## src/rtl/pal_timing_generator.sv

```systemverilog
// pal_timing_generator: free-running 625-line/50 Hz PAL raster timing at 864 samples per line.
// Every output is a registered decode of the counters, so all outputs move on the same edge.
`default_nettype none

module pal_timing_generator (
  input  logic       palClock,
  input  logic       resetN,
  output logic [9:0] hPos,
  output logic [9:0] vPos,
  output logic       blank,
  output logic       sync,
  output logic       burst,
  output logic       burstPhase,
  output logic       field,
  output logic       frameStart
);

  typedef enum logic [1:0] {
    HALF_NONE   = 2'd0,
    HALF_NORMAL = 2'd1,
    HALF_EQ     = 2'd2,
    HALF_BROAD  = 2'd3
  } half_e;

  logic [9:0] h_count_q, h_count_d;
  logic [9:0] line_q, line_d;
  logic       phase_q, phase_d;

  logic [9:0] hpos_q, hpos_d;
  logic [9:0] vpos_q, vpos_d;
  logic       blank_q, blank_d;
  logic       sync_q, sync_d;
  logic       burst_q, burst_d;
  logic       burst_phase_q, burst_phase_d;
  logic       field_q, field_d;
  logic       frame_start_q, frame_start_d;

  logic       h_wrap;
  half_e      first_half, second_half, cur_half;
  logic [9:0] half_off;
  logic [8:0] line_f1, line_f2;
  logic       active_line;

  always_comb begin
    h_wrap    = (h_count_q == 10'd863);
    h_count_d = h_wrap ? 10'd0 : h_count_q + 10'd1;
    line_d    = line_q;
    phase_d   = phase_q;
    if (h_wrap) begin
      line_d  = (line_q == 10'd625) ? 10'd1 : line_q + 10'd1;
      phase_d = ~phase_q;
    end
  end

  // Sync shape of each half-line across the two field-blanking intervals.
  always_comb begin
    first_half  = HALF_NORMAL;
    second_half = HALF_NONE;
    if (line_q <= 10'd2) begin
      first_half  = HALF_BROAD;
      second_half = HALF_BROAD;
    end else if (line_q == 10'd3) begin
      first_half  = HALF_BROAD;
      second_half = HALF_EQ;
    end else if (line_q <= 10'd5) begin
      first_half  = HALF_EQ;
      second_half = HALF_EQ;
    end else if (line_q <= 10'd310) begin
      first_half  = HALF_NORMAL;
      second_half = HALF_NONE;
    end else if (line_q <= 10'd312) begin
      first_half  = HALF_EQ;
      second_half = HALF_EQ;
    end else if (line_q == 10'd313) begin
      first_half  = HALF_EQ;
      second_half = HALF_BROAD;
    end else if (line_q <= 10'd315) begin
      first_half  = HALF_BROAD;
      second_half = HALF_BROAD;
    end else if (line_q <= 10'd317) begin
      first_half  = HALF_EQ;
      second_half = HALF_EQ;
    end else if (line_q == 10'd318) begin
      first_half  = HALF_EQ;
      second_half = HALF_NONE;
    end else if (line_q <= 10'd622) begin
      first_half  = HALF_NORMAL;
      second_half = HALF_NONE;
    end else if (line_q == 10'd623) begin
      first_half  = HALF_NORMAL;
      second_half = HALF_EQ;
    end else begin
      first_half  = HALF_EQ;
      second_half = HALF_EQ;
    end
  end

  always_comb begin
    hpos_d = (h_count_q >= 10'd132) ? h_count_q - 10'd132 : h_count_q + 10'd732;

    line_f1     = 9'(line_q - 10'd23);
    line_f2     = 9'(line_q - 10'd335);
    active_line = 1'b0;
    vpos_d      = 10'h3FF;
    if (line_q >= 10'd23 && line_q <= 10'd310) begin
      active_line = 1'b1;
      vpos_d      = {line_f1, 1'b0};
    end else if (line_q >= 10'd335 && line_q <= 10'd622) begin
      active_line = 1'b1;
      vpos_d      = {line_f2, 1'b1};
    end
    blank_d = !(active_line && (hpos_d < 10'd720));

    cur_half = (h_count_q >= 10'd432) ? second_half : first_half;
    half_off = (h_count_q >= 10'd432) ? h_count_q - 10'd432 : h_count_q;
    case (cur_half)
      HALF_NORMAL: sync_d = (half_off < 10'd64);
      HALF_EQ:     sync_d = (half_off < 10'd32);
      HALF_BROAD:  sync_d = (half_off < 10'd369);
      default:     sync_d = 1'b0;
    endcase

    burst_d = (h_count_q >= 10'd76) && (h_count_q <= 10'd105) &&
              (((line_q >= 10'd7) && (line_q <= 10'd310)) ||
               ((line_q >= 10'd320) && (line_q <= 10'd622)));
    burst_phase_d = phase_q;
    field_d       = (line_q >= 10'd313);
    frame_start_d = (h_count_q == 10'd0) && (line_q == 10'd1);
  end

  always_ff @(posedge palClock or negedge resetN) begin
    if (!resetN) begin
      h_count_q     <= 10'd0;
      line_q        <= 10'd1;
      phase_q       <= 1'b0;
      hpos_q        <= 10'd0;
      vpos_q        <= 10'h3FF;
      blank_q       <= 1'b1;
      sync_q        <= 1'b0;
      burst_q       <= 1'b0;
      burst_phase_q <= 1'b0;
      field_q       <= 1'b0;
      frame_start_q <= 1'b0;
    end else begin
      h_count_q     <= h_count_d;
      line_q        <= line_d;
      phase_q       <= phase_d;
      hpos_q        <= hpos_d;
      vpos_q        <= vpos_d;
      blank_q       <= blank_d;
      sync_q        <= sync_d;
      burst_q       <= burst_d;
      burst_phase_q <= burst_phase_d;
      field_q       <= field_d;
      frame_start_q <= frame_start_d;
    end
  end

  assign hPos       = hpos_q;
  assign vPos       = vpos_q;
  assign blank      = blank_q;
  assign sync       = sync_q;
  assign burst      = burst_q;
  assign burstPhase = burst_phase_q;
  assign field      = field_q;
  assign frameStart = frame_start_q;

endmodule

`default_nettype wire

```

## config.mk

```make
export PLATFORM = sky130hd
export DESIGN_NAME = pal_timing_generator
export DESIGN_NICKNAME = d
export VERILOG_FILES = /design/src/rtl/pal_timing_generator.sv
export SDC_FILE = /design/constraint.sdc
export NUM_CORES = 1
export LEC_CHECK = 0
export ABC_CLOCK_PERIOD_IN_PS = 2900
export CORE_ASPECT_RATIO = 0.8
export CORE_MARGIN = 2
export CORE_UTILIZATION = 58
export DETAILED_ROUTE_END_ITERATION = 10
export PLACE_DENSITY_LB_ADDON = 0.2
export SLEW_MARGIN = 20
export SYNTH_ARGS = -nofsm -noshare
export SYNTH_HDL_FRONTEND = slang
export SYNTH_SLANG_ARGS = --single-unit
```

## constraint.sdc

```tcl
create_clock -name palClock -period 2.9 [get_ports palClock]
set_input_delay 0.29 -clock palClock [delete_from_list [all_inputs] [get_ports palClock]]
set_output_delay 0.29 -clock palClock [all_outputs]
set_load 0.01 [all_outputs]
```

==> impl_results.rst, run 1 <==
.. list-table::
   :header-rows: 1

   * - Metric
     - Value
   * - Run status
     - finished, violations left
   * - Violations in the final reports
     - negative hold slack
   * - Kind of path behind the tightest hold check
     - in -> async
   * - Gp weighted congestion
     - 0.986
   * - Clock-pin transition on the worst setup and hold timing paths
     - 0.09 ns
   * - Maximum count of clock buffers along a single path
     - 2
   * - Clk_skew
     - 0.00657 ns
   * - Detailed placement HPWL
     - 5400 um
   * - Filler cells
     - 405
   * - Final number of setup-violating endpoints
     - 0
   * - Number of cells traversed by the worst register-to-register path
     - 7
   * - Worst path buffer plus inverter count
     - 0
   * - Number of max-capacitance violations reported
     - 0
   * - Number of global-route vias before repair
     - 2360
   * - Global-route congestion overflow total
     - 0
   * - Number of endpoints with negative hold slack in the final report
     - 16
   * - Count of clock tree sinks
     - 47
   * - Clock latency on the worst-skew pair
     - 0.30 ns
   * - Wire length of the first global-routing pass
     - 12000 um
   * - Global-route usage over all layers
     - 26.4%
   * - Number of vias in the routed layout
     - 2715
   * - Worst-case vdd ir drop
     - 278 uV
   * - Number of hold-repair buffers added at the cts stage
     - 0
   * - Flop2flop setup slack
     - 0.19 ns
   * - Avg Inst Size Synth
     - 8.56 um2
   * - CTS H-tree lvls
     - 2
   * - Max Clock Freq
     - 369 MHz
   * - Netlist area before placement
     - 3030 um2
   * - Slowest stage delay, CP
     - 0.71 ns
   * - Core region area
     - 5040 um2
   * - Effective utilization at floorplan
     - 60.2%
   * - Mapped Nets
     - 373
   * - Post-Route Setup TNS
     - 0 ns
   * - Count of instances resized after the clock tree is built
     - 0
   * - Transition at the pin with the smallest max-transition slack
     - 0.589 ns
   * - Cells after synthesis
     - 354
   * - Yosys reg bits
     - 47
   * - Crit path required time
     - 3.09 ns
   * - Share of post-route cells with drive strength above 1
     - 12.8%
   * - Number of slew-limit violations in the final report
     - 0
   * - Maximum fanout along the worst path
     - 12
   * - Number of synthesis warnings
     - 0
   * - Tmin final
     - 2.71 ns
   * - Post-Place Worst Slack
     - 0.242 ns
   * - Maximum number of pins on one net before global-route repair
     - 48
   * - PwrDens
     - 300 nW/um2
   * - Worst-path cell with the longest stage delay
     - or4b_2
   * - Ratio of final minimum period to clock period
     - 93.4%
   * - Design Power
     - 1.05 mW
   * - DP Cell Count
     - 438
   * - Area of combinational cells with multiple inputs
     - 1680 um2
   * - Average wire length per cell after detail routing
     - 16.6 um
   * - Number of detailed-route iterations in the first pass
     - 5
   * - Clock buffers created by TritonCTS
     - 5
   * - Area added between synthesis and finish
     - 15.5%
   * - Std-Cell Rows
     - 23
   * - Clk Tree Root Cell
     - clkbuf_8
   * - Library cells used by synthesis
     - 55
   * - Seq/Total Area, Yosys
     - 39.3%
   * - Antenna violations before repair
     - 0
   * - Remaining number of nets flagged by the antenna check after routing
     - 0
   * - Critical path capture point type
     - flip-flop
   * - Die outline height
     - 68.7 um
   * - Detailed-route DRC error count
     - 0
   * - Total Die Area
     - 5820 um2
   * - Leak
     - 1.45 nW
   * - Critical path startpoint category
     - flip-flop
   * - Smallest hold slack
     - -0.00545 ns
   * - Final wirelength
     - 7420 um
   * - Leading cell type in the layout, fill and taps excluded
     - o21ai_0
   * - Flip-flop cell with the highest count after synthesis
     - dfrtp_1
   * - Unrepaired setup endpoints after global routing
     - no
   * - Detail-routed via count per cell
     - 6.09
   * - Reg2Reg Launch Point
     - line_q[8]
   * - Setup repair bufs after CTS
     - 0
   * - Endpoint of the worst-slack reg-to-reg timing path
     - sync
   * - Reg area
     - 1190 um2
   * - Number of cells on the critical path
     - 7
   * - Count of flip-flops with a built-in enable after synthesis
     - 0
   * - Drt first-iter violations
     - 180
   * - Slack of the critical path
     - 0.190 ns
   * - Buffers on Ports
     - 27
   * - Cell-by-cell trace of the critical path
     - or4b_2 -> a2111o_1 -> a21boi_0 -> nand2_1 -> o21ai_0 -> nor4b_2 -> a311o_1
   * - Count of non-filler cells in the finished layout
     - 446
   * - Num ports
     - 28
   * - Cell class contributing the biggest share of worst-path delay
     - compound AO/OA/AOI/OAI gates
   * - Start-to-end type of the worst setup path
     - reg -> reg
   * - Fraction of registers with async set/reset
     - 100%
   * - Commonest cells after routing, fill and taps aside
     - 37 x o21ai_0, 35 x dfrtp_1, 33 x nand2_1, 32 x nor2_1, 26 x clkdlybuf4s50_1
   * - Data arrival time of the worst path
     - 2.90 ns
   * - Antenna diodes
     - 0
   * - CTS tree
     - yes
   * - Final net count
     - 402
   * - X dimension of the die
     - 84.8 um
   * - Headroom to the max-slew limit
     - 60.7%
-- how the worst max path moves through the flow --
stage / from / endpoint / slack (ns)
after CTS: line_q[8] / sync / 0.23
final: line_q[8] / sync / 0.19
after global placement: line_q[8] / sync / 0.30
after global routing: line_q[8] / sync / 0.07
after detailed placement: line_q[8] / sync / 0.24
after floorplan: line_q[9] / sync / 0.47
-- synthesized netlist by cell type, types with 5 or more instances --
cell | count | area (um2)
ha_1 | 17 | 213
and2_1 | 5 | 31.3
or3_1 | 5 | 31.3
nor2_1 | 32 | 120
nand2b_1 | 6 | 37.5
nor2b_1 | 7 | 43.8
nand2_1 | 33 | 124
dfstp_2 | 12 | 315
nor3_1 | 6 | 30.0
o21ai_0 | 37 | 185
clkbuf_1 | 19 | 71.3
inv_1 | 18 | 67.6
dfrtp_1 | 35 | 876
a21oi_1 | 21 | 105
xnor2_1 | 12 | 105
nand3_1 | 11 | 55.1
a31oi_1 | 8 | 50.1
-- cell families after synthesis --
family	after synthesis	share of synthesized area, %
muxes	5	1.69
adders and majority gates	17	7.02
DFF	47	39.3
buffers and inverters	41	5.24
and+or+nand+nor	127	21.4
xor gates and xnor gates	14	4.05
AOI/OAI and AO/OA	103	21.3
-- flip-flops by register name (all words and copies together) (netlist names) --
name and flops:
field 1, blank 1, burst 1, line_q 10, vPos 10, frameStart 1
sync 1, burstPhase 1, h_count_q 10, burst_phase_d 1, hPos 10
-- report_power, final --
group	internal, mW	switching [mW]	total [mW]
clock	0.172	0.211	0.382
combinational	0.000880	0.0122	0.0131
sequential	0.656	0	0.656
total	0.828	0.223	1.05
-- final cells by class --
type,instances,share of cell area [%]
Multi-Input combinational cell,266,48.0
Tap cell,62,2.22
Inverter,18,1.93
Clock buffer,8,2.29
Sequential cell,47,34.0
Timing Repair Buffer,45,11.5
-- per-stage QoR --
stage | area [um2] | util [%]
after floorplan | 3030 | -
after global placement | 3420 | 67.9
after detailed placement | 3420 | 67.9
after CTS | 3500 | 69.4
after global routing | 3500 | 69.5
final | 3500 | 69.5
-- routing by layer --
layer  vias up  global-route usage (%)  share of wire [%]
li1       1308                       -                  -
met1      1288                    41.0                 50
met2       113                    35.3                 41
met3         6                    6.79                7.9
met4         0                    7.94               0.97
met5         -                       0                  0
Note: power is estimated with default switching activity, not from simulation.
==> inputs of run 2 (changes only) <==
--- a/config.mk
+++ b/config.mk
@@ -7,8 +7,8 @@
 export LEC_CHECK = 0
 export ABC_CLOCK_PERIOD_IN_PS = 2900
 export CORE_ASPECT_RATIO = 0.8
-export CORE_MARGIN = 2
-export CORE_UTILIZATION = 58
+export CORE_MARGIN = 1.5
+export CORE_UTILIZATION = 30
 export DETAILED_ROUTE_END_ITERATION = 10
 export PLACE_DENSITY_LB_ADDON = 0.2
 export SLEW_MARGIN = 20
==> run 2 against run 1 <==
  * The flow still finishes with violations (negative hold slack)
  * Non-clock buffer count increased by 1
  * Critical path type unchanged
  * Final cell count up 17%
  * Hold slack worse by 0.0020 ns
  * Die area rose by 84%
  * Sequential share of layout area down 1.6 points
  * Sequential cell count unchanged
  * Setup slack improved by 0.032 ns
  * Via count fell by 2.0%
  * Largest power group unchanged
  * Highest routed layer unchanged
==> impl_results.rst, run 2 (synthesis results as in run 1) <==
.. list-table::
   :header-rows: 1

   * - Metric
     - Value
   * - Run status
     - finished, violations left
   * - Violations in the final reports
     - negative hold slack
   * - Setup repair bufs after CTS
     - 0
   * - Clock-pin transition on the worst setup and hold timing paths
     - 0.07 ns
   * - Clk Tree Root Cell
     - clkbuf_16
   * - Commonest cells after routing, fill and taps aside
     - 37 x o21ai_0, 35 x dfrtp_1, 33 x nand2_1, 32 x nor2_1, 26 x clkdlybuf4s50_1
   * - Detailed placement HPWL
     - 5540 um
   * - Maximum fanout along the worst path
     - 8
   * - Drt first-iter violations
     - 186
   * - Maximum count of clock buffers along a single path
     - 2
   * - Reg area
     - 1190 um2
   * - Buffers on Ports
     - 27
   * - Die outline height
     - 92.9 um
   * - Worst-path cell with the longest stage delay
     - or3_2
   * - Cell-by-cell trace of the critical path
     - or3_2 -> or4_1 -> o21ai_2 -> a31oi_1 -> o21ai_0 -> nor4b_2 -> a311o_1
   * - Count of clock tree sinks
     - 47
   * - Kind of path behind the tightest hold check
     - in -> async
   * - X dimension of the die
     - 115 um
   * - Crit path from
     - line_q[9]
   * - Data arrival time of the worst path
     - 2.85 ns
   * - Transition at the pin with the smallest max-transition slack
     - 0.583 ns
   * - Global-route congestion overflow total
     - 0
   * - Number of vias in the routed layout
     - 2660
   * - Ratio of final minimum period to clock period
     - 92.3%
   * - Critical path capture point type
     - flip-flop
   * - Design Power
     - 1.28 mW
   * - Core region area
     - 9730 um2
   * - Worst path buffer plus inverter count
     - 0
   * - Remaining number of nets flagged by the antenna check after routing
     - 0
   * - Average wire length per cell after detail routing
     - 14.7 um
   * - Slowest stage delay, CP
     - 0.55 ns
   * - Reg2Reg Launch Point
     - line_q[9]
   * - Tmin final
     - 2.68 ns
   * - CTS H-tree lvls
     - 2
   * - Num ports
     - 28
   * - Gp weighted congestion
     - 0.871
   * - Crit path required time
     - 3.07 ns
   * - Clk_skew
     - 0.00597 ns
   * - Area of combinational cells with multiple inputs
     - 1680 um2
   * - Final wirelength
     - 7650 um
   * - Final number of setup-violating endpoints
     - 0
   * - Std-Cell Rows
     - 32
   * - Start-to-end type of the worst setup path
     - reg -> reg
   * - Critical path startpoint category
     - flip-flop
   * - Area added between synthesis and finish
     - 21.1%
   * - PwrDens
     - 348 nW/um2
   * - Share of post-route cells with drive strength above 1
     - 13.8%
   * - Post-route cell area
     - 3670 um2
   * - Number of hold-repair buffers added at the cts stage
     - 0
   * - Antenna diodes
     - 0
   * - Post-Route Setup TNS
     - 0 ns
   * - Max Clock Freq
     - 373 MHz
   * - Detailed-route DRC error count
     - 0
   * - Final net count
     - 403
   * - Total Die Area
     - 10700 um2
   * - Clock buffers created by TritonCTS
     - 5
   * - Effective utilization at floorplan
     - 31.1%
   * - Detail-routed via count per cell
     - 5.11
   * - Leak
     - 1.49 nW
   * - Leading cell type in the layout, fill and taps excluded
     - o21ai_0
   * - Global-route usage over all layers
     - 15.0%
   * - Count of instances resized after the clock tree is built
     - 0
   * - Smallest hold slack
     - -0.00749 ns
   * - Number of detailed-route iterations in the first pass
     - 4
   * - Finished Core Util
     - 37.7%
   * - Cell class contributing the biggest share of worst-path delay
     - simple AND/OR/NAND/NOR gates
   * - Filler cells
     - 973
   * - Headroom to the max-slew limit
     - 61.1%
   * - Clock latency on the worst-skew pair
     - 0.29 ns
   * - Unrepaired setup endpoints after global routing
     - no
   * - Number of global-route vias before repair
     - 2470
   * - Maximum number of pins on one net before global-route repair
     - 45
   * - Post-Place Cell Area
     - 3520 um2
   * - Number of max-capacitance violations reported
     - 0
   * - Number of slew-limit violations in the final report
     - 0
   * - Wire length of the first global-routing pass
     - 12900 um
   * - Number of endpoints with negative hold slack in the final report
     - 14
   * - Antenna violations before repair
     - 0
   * - Worst-case vdd ir drop
     - 215 uV
   * - CTS tree
     - yes
[run 2: changes by cell type in the layout (fill, tap and decap cells not counted)]
cell	change
inv_6	+3
clkbuf_16	+5
clkbuf_1	-3
clkbuf_8	-5
buf_4	+1
[run 2: final cells by class]
type | instances | share of cell area [%]
multi-input cells | 266 | 45.8
flip-flops and latches | 47 | 32.4
repair buffers | 46 | 11.2
well taps | 136 | 4.64
clock buffers | 5 | 3.41
inverters | 18 | 1.84
clock inverters | 3 | 0.716
[run 2: per-stage QoR]
| stage | setup WS (ns) | instances |
|---|---|---|
| after global routing | 0.0588 | 521 |
| after floorplan | 0.471 | 354 |
| after CTS | 0.254 | 521 |
| after detailed placement | 0.267 | 513 |
| final | 0.223 | 521 |
| after global placement | 0.308 | 513 |
[run 2: worst paths after layout]
kind | to | slack [ns] | depth (start not counted)
min in group palClock | burstPhase | 0.41 | 0
min reg2reg | burstPhase | 0.41 | 0
max | sync | 0.22 | 7
min | line_q[5] | -0.007 | 1
max in group asynchronous | vPos[7] | 2.30 | 2
max reg2reg | sync | 0.22 | 7
[run 2: where the power goes]
| part | switching [mW] | internal [mW] | total, mW |
|---|---|---|---|
| sequential | 0 | 0.656 | 0.656 |
| combinational | 0.0129 | 0.00174 | 0.0146 |
| clock | 0.279 | 0.330 | 0.608 |
| total | 0.292 | 0.987 | 1.28 |
[run 2: metal layers]
layer  global-route usage, %  wire length (um)  up-vias
met3                    3.27               434       10
met2                    20.7              3120       79
met4                    5.25               133        0
li1                        -                 -     1319
met5                       0                 0        -
met1                    22.6              3960     1252
==> variant 1, RTL diff (settings of run 1) <==
Register the output `vPos` once more; this adds one clock of latency there. The other outputs are not delayed to match.
--- a/src/rtl/pal_timing_generator.sv
+++ b/src/rtl/pal_timing_generator.sv
@@ -157,7 +157,9 @@
   end
 
   assign hPos       = hpos_q;
-  assign vPos       = vpos_q;
+  always_ff @(posedge palClock) begin
+    vPos <= vpos_q;
+  end
   assign blank      = blank_q;
   assign sync       = sync_q;
   assign burst      = burst_q;
Formal check against the unedited RTL: no difference found for any inputs over 10 cycles, from zero or initial values and one cycle with resetN low; that may be too few to reach the edited logic, so the function may still have changed.
==> variant 1 against run 1 <==
- sequential cell count grew 10
- design area grew 10%
- non-clock buffer count decreased by 12
- critical path depth unchanged
- combinational power rose by 5%
- sequential share of layout area rose by 2.0 points
- core utilization rose by 0.081 points
- fmax up 7.6%
- power increased by 47%
- area after synthesis grew 12%
- setup slack gained 0.19 ns
- via count grew 8.0%
- hold slack improved by 0.39 ns
- wire length is 7.5% higher
==> variant 1: results (changes against run 1) <==
status finished, final reports clean; Post-Synth Adder-Cell Area 0.0628 (-0.00744); RR Endpoint vpos_q[6]; # clk buffers 11 (+3); Placement Cell Area 0.00366 mm² (+7.0%); register cell area after layout 0.00139 mm² (+17%); Fillers 432 (+6.7%); post-synthesis sequential area ratio 0.410 (+0.0174); H-Tree Depth 3 (+1); Unique masters post-synth 67 (+22%); peak supply drop 0.000325 V (+17%); routability-driven placement congestion ratio 0.959 (-2.7%); Synth top cells by count dfrtp_1, nand2_1, o21ai_0, a21oi_1, nor2_1; Layout clock area frac 0.0505 (+0.0276); Post-Synth XOR/XNOR Area 0.0310 (-0.00945); P&R area growth vs syn 14.0%; HP Class register to register; post-synthesis instance total 372 (+5.1%); CP max stage delay 0.65 ns (-0.06 ns); clock skew 0.0119 ns (+0.00537 ns); mapped cell area 0.00339 mm² (+12%); gr usage total 0.268 (+0.00433); NonClk Buf Share 0.0816 (-0.0335); DP HPWL 5480 µm (+1.4%); Multi-In Gates 270 (+1.5%); R2R setup slack 0.38 ns (+0.19 ns); dpl ws 0.413 ns (+0.171 ns); Skew-Pair Late Insertion Delay 0.36 ns (+0.06 ns); most common cell in the netlist dfrtp_1; buffers outside the clock class 33 (-27%); Arr. time, crit path 2.80 ns (-0.10 ns)
==> variant 1: worst min path at each step <==
stage | endpoint | slack, ns | startpoint | cells after the start
final | vPos[8] | 0.38 | vpos_q[8] | 0
after CTS | hPos[2] | 0.14 | resetN | 1
after detailed placement | vPos[2] | 0.39 | vpos_q[2] | 0
after global routing | vPos[8] | 0.38 | vpos_q[8] | 0
after floorplan | burst | -0.006 | resetN | 0
after global placement | burstPhase | 0.38 | burst_phase_d | 0
==> variant 1: report_power, final <==
| group | switching (mW) | leakage, nW | total [mW] | internal [mW] |
|---|---|---|---|---|
| clock network | 0.348 | 0.106 | 0.735 | 0.388 |
| registers | 0 | 0.656 | 0.794 | 0.794 |
| logic | 0.0119 | 0.866 | 0.0137 | 0.00177 |
| total | 0.360 | 1.63 | 1.54 | 1.18 |
==> variant 1: metal layers <==
metal  vias to the layer above  wire length [µm]  GRT usage
met5                         -                 0          0
li1                       1378                 -          -
met2                       160              3300      0.356
met3                        19               722     0.0990
met4                         0               107     0.0697
met1                      1376              3840      0.409
==> variant 2, RTL diff (flow settings as in run 1) <==
Made on the original files. Make the reset (`resetN`) synchronous in one clocked block.
--- a/src/rtl/pal_timing_generator.sv
+++ b/src/rtl/pal_timing_generator.sv
@@ -128,7 +128,7 @@
     frame_start_d = (h_count_q == 10'd0) && (line_q == 10'd1);
   end
 
-  always_ff @(posedge palClock or negedge resetN) begin
+  always_ff @(posedge palClock) begin
     if (!resetN) begin
       h_count_q     <= 10'd0;
       line_q        <= 10'd1;
Behaviour: differs if resetN is asserted again (counterexample within 4 cycles, from zero or initial values and one cycle with resetN low); with resetN held inactive, the same outputs for 10 cycles.
==> variant 2 against run 1 <==
- setup slack better by 0.11 ns
- area after synthesis is 4.4% lower
- sequential cell count stayed put
- wire length is 8.2% lower
- fmax is 4.2% higher
- non-clock buffer count is 14 lower
- critical path depth stayed put
- design area is 6.5% lower
- highest routed layer unchanged
Power is not compared: it rests on default switching activity, and its combinational part moved more than twofold at a synthesized area within 25%.
==> variant 2: results (changes against run 1) <==
routability-driven placement congestion ratio 0.945 (-4.1%); Skew-Pair Late Insertion Delay 0.30 ns (about the same); Async SR Flop Fraction 0 (-1.00); Worst Tran Pin Value 0.669 ns (+0.0798 ns); # diodes 0 (unchanged); vias in the first global route 2,244 (-4.9%); CP max stage delay 0.57 ns (-0.14 ns); DP HPWL 5000 µm (-7.5%); post-synthesis sequential area ratio 0.325 (-0.0684); Most used DFF post-synth dfxtp_1; largest net degree at the start of global routing 22 (-54%); status finished, final reports clean; synth top area cells dfxtp_1, ha_1, xnor2_1; Post-Synth Adder-Cell Area 0.0734 (+0.00321); Seq group 0.666 mW; Clock transition at path regs 0.09 ns (about the same); clock-net power 0.419 mW; gr usage total 0.247 (-0.0170); Unique masters post-synth 64 (+16%); Fillers 363 (-10%); post-synthesis compound-gate area fraction 0.215 (+0.00241); Via density 6.24 (+2.5%); Slowest-stage cell, CP o32ai_1; Critical Path Fanout Max 9 (-3); 1st-iter DRT viols 288 (+60%); H-Tree Depth 2 (unchanged); clock skew 0.0106 ns (+0.00405 ns); Synth top cells by count dfxtp_1, nand2_1, nor2_1, a21oi_1, inv_1; Arr. time, crit path 2.80 ns (-0.10 ns); Layout Nets 384 (-4.5%); Leak Pwr 1.30 nW; share of layout cells above drive strength 1 0.0628 (-0.0648); Mapped Nets 369 (-1.1%); post-CTS setup buffers 0 (unchanged); Num CTS Buffers 5 (unchanged); clk buf depth 2 (unchanged); first-pass GRT wire length 11,100 µm (-7.9%); CTS root buffer clkbuf_8; internal cell power 0.891 mW; Synth warnings 0 (unchanged); Top delay family on crit path compound AO/OA/AOI/OAI gates; Post-Synth XOR/XNOR Area 0.0725 (+0.0321); WL per Instance 16.0 µm (-3.9%); IO buf count 27 (unchanged); dpl ws 0.418 ns (+0.176 ns); Placement Cell Area 0.00317 mm² (-7.1%); mux cell area share after synthesis 0.0207 (+0.00380); CTS resizes 0 (unchanged); peak supply drop 0.000298 V; HP Class register to register
==> variant 2: changes by cell type after synthesis, moves of 5 or more <==
cell      before  now
dfrtp_1       35    0
dfstp_2       12    0
dfxtp_1        0   47
nand2b_1       6    1
nor2b_1        7    2
o21ai_0       37   14
xor2_1         2    9
==> variant 2: cell families (layout without fill, tap and decap cells) <==
group	count (synthesis)	in the layout
and+or+nand+nor	128	128
buffers and inverters	41	57
muxes	6	6
DFF	47	47
AOI/OAI and AO/OA	87	87
adders and majority gates	17	17
xor gates and xnor gates	24	24
==> variant 2: area by class of cell <==
class / instances / area, µm² / share of cell area
Clock buffer: 6 / 82.6 / 0.0252
Clock inverter: 2 / 16.3 / 0.00497
Inverter: 18 / 67.6 / 0.0207
Multi-Input combinational cell: 262 / 1790 / 0.547
Sequential cell: 47 / 941 / 0.288
Tap cell: 60 / 75.1 / 0.0229
Timing Repair Buffer: 31 / 300 / 0.0918
==> variant 2: worst paths after layout <==
kind | cells past startpoint | endpoint | startpoint | slack [ns]
worst max-delay path | 7 | blank | line_q[0] | 0.30
worst max register to register | 7 | blank | line_q[0] | 0.30
worst min-delay path | 1 | h_count_q[0] | h_count_q[0] | 0.49
worst min register to register | 1 | h_count_q[0] | h_count_q[0] | 0.49
==> variant 2: layer usage <==
metal,GRT usage,share of wire,vias to the layer above
met5,0,0,-
met4,0.0635,0.014,0
met3,0.0489,0.068,16
met2,0.360,0.41,113
met1,0.372,0.51,1246
li1,-,-,1283
==> variant 2: through the flow <==
| step | std cells | util |
|---|---|---|
| after CTS | 426 | 0.695 |
| final | 426 | 0.695 |
| after detailed placement | 418 | 0.674 |
| after floorplan | 350 | - |
| after global routing | 426 | 0.695 |
| after global placement | 418 | 0.674 |
